[src/rtl/alu_flag_pkg.sv]
// Shared types for the L/V flag unit: microcode flag actions, settle FSM states,
// default IBus bit positions and the action decode helper.
package alu_flag_pkg;

  typedef enum logic [2:0] {
    ACT_NOP = 3'd0,
    ACT_CLL = 3'd1,
    ACT_STL = 3'd2,
    ACT_CPL = 3'd3,
    ACT_CLV = 3'd4,
    ACT_STV = 3'd5,
    ACT_CPV = 3'd6,
    ACT_RSV = 3'd7
  } flag_act_e;

  typedef enum logic [1:0] {
    ST_IDLE   = 2'd0,
    ST_SETTLE = 2'd1,
    ST_HOLD   = 2'd2
  } settle_st_e;

  localparam int FLAG_L_BIT = 0;
  localparam int FLAG_V_BIT = 1;

  // Applies a microcode action to one flag; is_v selects which flag the caller holds.
  function automatic logic act_apply(input logic cur, input logic [2:0] act, input logic is_v);
    act_apply = cur;
    case (flag_act_e'(act))
      ACT_CLL: if (!is_v) act_apply = 1'b0;
      ACT_STL: if (!is_v) act_apply = 1'b1;
      ACT_CPL: if (!is_v) act_apply = ~cur;
      ACT_CLV: if (is_v)  act_apply = 1'b0;
      ACT_STV: if (is_v)  act_apply = 1'b1;
      ACT_CPV: if (is_v)  act_apply = ~cur;
      default: act_apply = cur;
    endcase
  endfunction

endpackage

[src/rtl/alu_flag_settle.sv]
// Store-window tracker: waits SETTLE_CYCLES low cycles of nromoe, then issues
// exactly one commit per window; flags windows that close early.
import alu_flag_pkg::*;

module alu_flag_settle #(
  parameter int SETTLE_CYCLES = 1
) (
  input  logic clk,
  input  logic i_reset,
  input  logic i_nromoe,
  output logic o_commit,
  output logic o_busy,
  output logic o_abort
);

  localparam logic [3:0] LP_N = 4'(SETTLE_CYCLES);

  settle_st_e r_state, w_state_nxt;
  logic [2:0] r_cnt, w_cnt_nxt;
  logic       r_armed;
  logic [3:0] w_cnt_inc;

  assign w_cnt_inc = {1'b0, r_cnt} + 4'd1;

  // r_armed blocks a window that was already open across reset release.
  always_ff @(posedge clk) begin
    if (i_reset) begin
      r_state <= ST_IDLE;
      r_cnt   <= 3'd0;
      r_armed <= 1'b0;
    end else begin
      r_state <= w_state_nxt;
      r_cnt   <= w_cnt_nxt;
      if (i_nromoe) r_armed <= 1'b1;
    end
  end

  always_comb begin
    w_state_nxt = r_state;
    w_cnt_nxt   = r_cnt;
    o_commit    = 1'b0;
    o_busy      = 1'b0;
    o_abort     = 1'b0;
    if (!i_reset) begin
      case (r_state)
        ST_IDLE: begin
          if (!i_nromoe && r_armed) begin
            o_busy    = 1'b1;
            w_cnt_nxt = 3'd1;
            if (LP_N == 4'd1) begin
              o_commit    = 1'b1;
              w_state_nxt = ST_HOLD;
            end else begin
              w_state_nxt = ST_SETTLE;
            end
          end
        end
        ST_SETTLE: begin
          o_busy = 1'b1;
          if (i_nromoe) begin
            o_abort     = 1'b1;
            w_state_nxt = ST_IDLE;
            w_cnt_nxt   = 3'd0;
          end else if (w_cnt_inc == LP_N) begin
            o_commit    = 1'b1;
            w_state_nxt = ST_HOLD;
          end else begin
            w_cnt_nxt = w_cnt_inc[2:0];
          end
        end
        ST_HOLD: begin
          if (i_nromoe) begin
            w_state_nxt = ST_IDLE;
            w_cnt_nxt   = 3'd0;
          end
        end
        default: begin
          w_state_nxt = ST_IDLE;
          w_cnt_nxt   = 3'd0;
        end
      endcase
    end
  end

endmodule

[src/rtl/alu_flag_unit.sv]
// L (link/carry) and V (overflow) flag registers fed by the ALU ROM, microcode
// actions and IBus loads; per flag: reset > IBus load > ROM commit > action.
import alu_flag_pkg::*;

module alu_flag_unit #(
  parameter int SETTLE_CYCLES = 1,
  parameter int FLAG_L_BIT    = alu_flag_pkg::FLAG_L_BIT,
  parameter int FLAG_V_BIT    = alu_flag_pkg::FLAG_V_BIT
) (
  input  logic        clk,
  input  logic        reset,
  input  logic        nromoe,
  input  logic        flout_rom,
  input  logic        nsetl_rom,
  input  logic        fvout_rom,
  input  logic        nsetv_rom,
  input  logic [2:0]  action,
  input  logic        flag_we,
  input  logic        flag_re,
  input  logic [15:0] ibus_in,
  output logic [15:0] ibus_out,
  output logic        ibus_oe,
  output logic        fl,
  output logic        fv,
  output logic        busy,
  output logic        abort
);

  logic        r_l, r_v;
  logic        w_l_nxt, w_v_nxt;
  logic        w_commit;
  logic [15:0] w_img;

  alu_flag_settle #(.SETTLE_CYCLES(SETTLE_CYCLES)) u_settle (
    .clk      (clk),
    .i_reset  (reset),
    .i_nromoe (nromoe),
    .o_commit (w_commit),
    .o_busy   (busy),
    .o_abort  (abort)
  );

  // Lowest priority first, so later assignments override per flag.
  always_comb begin
    w_l_nxt = act_apply(r_l, action, 1'b0);
    w_v_nxt = act_apply(r_v, action, 1'b1);
    if (w_commit && !nsetl_rom) w_l_nxt = flout_rom;
    if (w_commit && !nsetv_rom) w_v_nxt = fvout_rom;
    if (flag_we) begin
      w_l_nxt = ibus_in[FLAG_L_BIT];
      w_v_nxt = ibus_in[FLAG_V_BIT];
    end
  end

  always_ff @(posedge clk) begin
    if (reset) begin
      r_l <= 1'b0;
      r_v <= 1'b0;
    end else begin
      r_l <= w_l_nxt;
      r_v <= w_v_nxt;
    end
  end

  always_comb begin
    w_img             = 16'h0000;
    w_img[FLAG_L_BIT] = r_l;
    w_img[FLAG_V_BIT] = r_v;
  end

  assign ibus_out = w_img;
  assign ibus_oe  = flag_re;
  assign fl       = r_l;
  assign fv       = r_v;

endmodule

[config.mk]
export PLATFORM = sky130hd
export DESIGN_NAME = alu_flag_unit
export DESIGN_NICKNAME = d
export VERILOG_FILES = /design/src/rtl/alu_flag_pkg.sv /design/src/rtl/alu_flag_settle.sv /design/src/rtl/alu_flag_unit.sv
export SDC_FILE = /design/constraint.sdc
export NUM_CORES = 1
export LEC_CHECK = 0
export CELL_PAD_IN_SITES_DETAIL_PLACEMENT = 1
export CELL_PAD_IN_SITES_GLOBAL_PLACEMENT = 1
export CORE_MARGIN = 5
export CORE_UTILIZATION = 15
export CTS_CLUSTER_SIZE = 24
export DETAILED_ROUTE_END_ITERATION = 7
export PLACE_DENSITY_LB_ADDON = 0.1
export RECOVER_POWER = 100
export SLEW_MARGIN = 10
export SYNTH_ARGS = -nofsm -noshare
export SYNTH_HDL_FRONTEND = slang
export SYNTH_SLANG_ARGS = --single-unit
[constraint.sdc]
create_clock -name clk -period 1.5 [get_ports clk]
set_input_delay 0.3 -clock clk [delete_from_list [all_inputs] [get_ports clk]]
set_output_delay 0.3 -clock clk [all_outputs]
set_load 0.03 [all_outputs]
Word-level counts from Yosys, hierarchy flattened
Index checks and enable logic that the tools add are counted.
{"block": "word_totals", "regBits": 8, "latchBits": 0, "ramBits": 0, "romBits": 0, "input_bits": 28, "n_memories": 0}
{"block": "op_classes", "addsub": 1, "n_mul": 0, "div": 0, "magnitude_cmp": 0, "eq_ne": 13, "shifts": 0, "n_mux": 26, "n_bitwise": 2, "n_reduce_logical": 11}
{"operator": "$mux W1", "n": 12}
{"operator": "$mux W3", "n": 4}
{"operator": "$reduce_bool A5 Y1", "n": 2}
{"operator": "$eq A3 B3 Y1 const B", "n": 3}
{"operator": "$pmux W3 S3", "n": 1}
{"operator": "$mux W2", "n": 4}
{"operator": "$eq A3 B2 Y1 const B", "n": 2}
{"operator": "$pmux W1 S3", "n": 2}
{"operator": "$pmux W2 S3", "n": 1}
{"operator": "$reduce_and A3 Y1", "n": 2}
{"operator": "$add A3 B1 Y4 const B", "n": 1}
{"operator": "$eq A4 B1 Y1 const B", "n": 1}
{"operator": "$pmux W1 S2", "n": 2}
{"operator": "$eq A3 B1 Y1 const B", "n": 1}
{"operator": "$logic_and A1 B1 Y1", "n": 3}
{"operator": "$logic_not A1 Y1", "n": 3}
{"operator": "$ne A3 B2 Y1 const B", "n": 1}
{"operator": "$ne A3 B3 Y1 const B", "n": 1}
{"operator": "$eq A2 B1 Y1 const B", "n": 1}
{"operator": "$eq A2 B2 Y1 const B", "n": 1}
{"operator": "$logic_not A2 Y1", "n": 1}
{"operator": "$ne A2 B1 Y1 const B", "n": 1}
{"operator": "$ne A2 B2 Y1 const B", "n": 1}
{"operator": "$not A1 Y1", "n": 2}

Logic depth before layout (Yosys ltp)
{"block": "depth", "ltp_word": 9, "ltp_mapped": 3, "ltp_nobuf": 3}

Modules after synthesis
Synthesis repeated with hierarchy kept, for this count alone.
{"block": "unflattened", "hier_cells": 47, "hier_area_um2": 379.1}
{"module": "alu_flag_unit", "instances": 1, "cells_each": 37, "area_each_um2": 289.0, "seq_area_each_um2": 40.0}
{"module": "alu_flag_settle", "instances": 1, "cells_each": 10, "area_each_um2": 90.1, "seq_area_each_um2": 40.0}

Worst setup path before layout
OpenSTA, ideal clock, no wires.
{"block": "synth_path", "path_kind": "register to register", "from": "register u_settle.r_state[1]", "to": "register r_v (netlist: fv)", "setup_ns": 0.127, "t_arrival_ns": 1.181, "setup_slack_ns": 0.192, "stages_incl_launch_ff": 4, "path_buffers": 0, "path_cell_list": "dfxtp_1 > nor4b_4 > a311o_2 > a21oi_1"}
{"block": "synth_between", "elab_chain_len": 6, "elab_cells_between_ends": 8, "classes_between": "eq/ne: 1; mux: 4; reduce/logical: 3"}
{"item": "start, declared", "line": "alu_flag_settle.sv:18", "source": "settle_st_e r_state, w_state_nxt;"}
{"item": "start signal, assigned", "line": "alu_flag_settle.sv:32", "source": "r_state <= w_state_nxt;"}
{"item": "$eq A2 B1 Y1 / $logic_not A2 Y1 (equally long branches)", "line": "alu_flag_settle.sv:45", "source": "case (r_state)"}
{"item": "$pmux W1 S2 (*)", "line": "alu_flag_settle.sv:45"}
{"item": "$mux W1 (*)", "line": "alu_flag_settle.sv:44", "source": "if (!i_reset) begin"}
{"item": "$logic_and A1 B1 Y1 (*)", "line": "alu_flag_unit.sv:48", "source": "if (w_commit && !nsetv_rom) w_v_nxt = fvout_rom;"}
{"item": "$mux W1", "line": "alu_flag_unit.sv:48"}
{"item": "$mux W1", "line": "alu_flag_unit.sv:49", "source": "if (flag_we) begin"}
{"item": "end signal, assigned", "line": "alu_flag_unit.sv:61", "source": "r_v <= w_v_nxt;"}
{"item": "end, declared", "line": "alu_flag_unit.sv:29", "source": "logic r_l, r_v;"}
Mark *: on every way between the ends. The rest lies on a longest branch, timed or not.
A chain may end at the register's enable or synchronous reset.

Final worst setup path
{"block": "layout_path", "from": "input reset", "to": "output busy"}
{"block": "layout_between", "elab_chain_len": 1}
{"item": "start, declared", "line": "alu_flag_unit.sv:11", "source": "input logic reset,"}
{"item": "$mux W1", "line": "alu_flag_settle.sv:44"}
{"item": "end, declared", "line": "alu_flag_unit.sv:25", "source": "output logic busy,"}
Every way passes these cells.

==> impl_metrics.ini <==
[setup_path]
ff2ff_path_depth = 4
r2r_end = fl$_SDFFE_PP0P_
endpoint = busy
r2r_start = u_settle.r_armed$_SDFFE_PP0P_
critPathRequiredTime_ns = 1.20
startpoint_type = input port
crit_start = reset
cp.arrival_ns = 1.07
critPathKind = in2out
rrSetupSlack_ns = 0.26
end_kind = primary output
crit_fanout = 2

[synthesis]
ys_types = 17
yosysWarnings = 0
synthCells = 46
ys_seq_area_frac = 0.213
synth.ff_latch_count = 4
synth_area_um2 = 377
postSynthAreaPerCell_um2 = 8.19

[pwr]
pwr-share-seq = 0.297
p_int_w = 0.000261
clkPwrFrac = 0.326
p_leak_nw = 0.246
p_switching_w = 0.000149
power.density_mw_per_mm2 = 764
sw_frac_of_total = 0.364
ir_worst_vdd_mv = 0.198
pwr-share-comb = 0.376

[drt]
num_vias = 332
drc_errors = 0
vias_per_cell = 3.46
totalWireLength_um = 934
drtAntennaViolNets = 0
avgRoutedWirePerCell_um = 9.73
drtIter0Drc = 3
firstDrtPassIters = 3

[cells_and_area]
antenna_cells = 0
nNetsFinal = 96
final_area_um2 = 537
area.sequential_um2 = 80.1
layout.cells.most_common_list = 15 x conb_1, 9 x clkdlybuf4s50_1, 6 x dlygate4sd2_1
final_cells = 96
fill_cells = 310
drive_gt1_frac = 0.121
final_common_cell = conb_1
area.growth.synth_to_final_pct = 42.5
multi_input_area_um2 = 206

[placed_design]
port_buffers = 17
hpwl_um = 815
placed_area_um2 = 529
place_inst = 93
place_congestion = 0.667

[timing]
rsz0062_at_grt = no
setup-violations-final = 0
fin_skew_ns = 0.000179
final_hold_viol_count = 0
final_max_slew_viol_count = 0
fmax_ghz = 0.728
period_minus_slack_ns = 1.37
period_share = 0.916

[min_path]
hold_path_class = reg2reg

[clock_network]
clk_latency_ns = 0.23
ctsHoldBuffers = 0
clock-sinks = 4
cts_made_buffers = 3
htreeDepth = 1
clockBufferDepth = 2
clk_pin_slew_ns = 0.04
cts_tree = done
cts_root_buf = clkbuf_4
cts_setup_buffers = 0

[status]
status = finished clean

[grt]
grt_max_degree = 6
antenna_found_initial = 0
grt_pass1_wl_mm = 1.48
grt_pass1_vias = 354
grt_usage = 0.0571
grt_overflow = 0

[floorplanning]
coreArea_mm2 = 0.00243
die-area_mm2 = 0.00361
start_util = 0.155
die_y_um = 60.1
ios = 49
rows = 18
dieWidth_um = 60.1

[job]
maxCapViolCount = 0
## cell usage after synthesis (all sizes together)
cell | instances | area share
a21oi | 2 | 0.027
nor2b | 4 | 0.066
a311o | 1 | 0.030
a311oi | 1 | 0.023
buf | 18 | 0.36
o21a | 1 | 0.020
a221o | 1 | 0.027
nor2 | 5 | 0.050
conb | 1 | 0.010
o32ai | 1 | 0.023
nand2b | 1 | 0.017
nor3 | 1 | 0.013
dfxtp | 4 | 0.21
nor3b | 1 | 0.020
inv | 2 | 0.020
a21boi | 1 | 0.020
nor4b | 1 | 0.063
## power by group through the flow
stage	clock [W]	sequential [W]	combinational, W
2_1_floorplan	0	0.000131	0.000129
3_3_place_gp	0	0.000124	0.000166
3_5_place_dp	0	0.000124	0.000166
4_1_cts	0.000142	0.000122	0.000158
5_1_grt	0.000162	0.000124	0.000166
6_report	0.000134	0.000122	0.000154
## worst max-delay path: stages
cell and delay, ns:
dlygate4sd2_1 0.27, nor4b_4 0.30, buf_4 0.20
## through the flow
| step | hold WS (ns) | utilization | setup slack (ns) | total power (W) | setup TNS [ns] |
|---|---|---|---|---|---|
| 4_1_cts | 0.522 | 0.224 | 0.120 | 0.000422 | 0 |
| 2_1_floorplan | 0.372 | - | 0.192 | 0.000260 | 0 |
| 5_1_grt | 0.555 | 0.221 | 0.0850 | 0.000452 | 0 |
| 3_5_place_dp | 0.509 | 0.218 | -0.166 | 0.000290 | -0.336 |
| 3_3_place_gp | 0.506 | 0.218 | -0.157 | 0.000290 | -0.319 |
| 6_report | 0.520 | 0.221 | 0.126 | 0.000410 | 0 |
## per-layer routing
| metal | part of all wire | global-route usage |
|---|---|---|
| met1 | 0.39 | 0.0661 |
| met2 | 0.50 | 0.0833 |
| met3 | 0.087 | 0.0130 |
| met4 | 0.027 | 0.0570 |
| met5 | 0 | 0 |
## registers in the layout, indices dropped and copies added (netlist names)
register          cells
fv                    1
u_settle.r_armed      1
u_settle.r_state      1
fl                    1
## cell families after synthesis
kind of cell    share of synthesized area
flops                               0.213
buf+inv                             0.379
compound gates                      0.169
simple gates                        0.229
other cells                       0.00996
## layout make-up
cell class / count / area share
multi-input combinational: 36 / 0.385
timing repair buffer: 21 / 0.340
sequential: 4 / 0.149
tap: 30 / 0.0699
clock buffer: 3 / 0.0420
inverter: 2 / 0.0140
## how the worst min path moves through the flow
| stage | from | end | depth (start not counted) | slack (ns) |
|---|---|---|---|---|
| 4_1_cts | u_settle.r_armed$_SDFFE_PP0P_ | u_settle.r_armed$_SDFFE_PP0P_ | 2 | 0.52 |
| 3_3_place_gp | u_settle.r_state[1]$_SDFFE_PP0P_ | u_settle.r_state[1]$_SDFFE_PP0P_ | 2 | 0.51 |
| 5_1_grt | u_settle.r_armed$_SDFFE_PP0P_ | u_settle.r_armed$_SDFFE_PP0P_ | 2 | 0.56 |
| 3_5_place_dp | u_settle.r_state[1]$_SDFFE_PP0P_ | u_settle.r_state[1]$_SDFFE_PP0P_ | 2 | 0.51 |
| 6_report | u_settle.r_armed$_SDFFE_PP0P_ | u_settle.r_armed$_SDFFE_PP0P_ | 2 | 0.52 |
| 2_1_floorplan | reset | u_settle.r_armed$_SDFFE_PP0P_ | 1 | 0.37 |
## what timing repair did
action | 4_1_cts | 5_1_grt
endpoints found under the setup margin | 5 | 0
endpoints found under the hold margin | 0 | 0
gates resized for setup | 6 | 0
(Power assumes the default switching activity.)
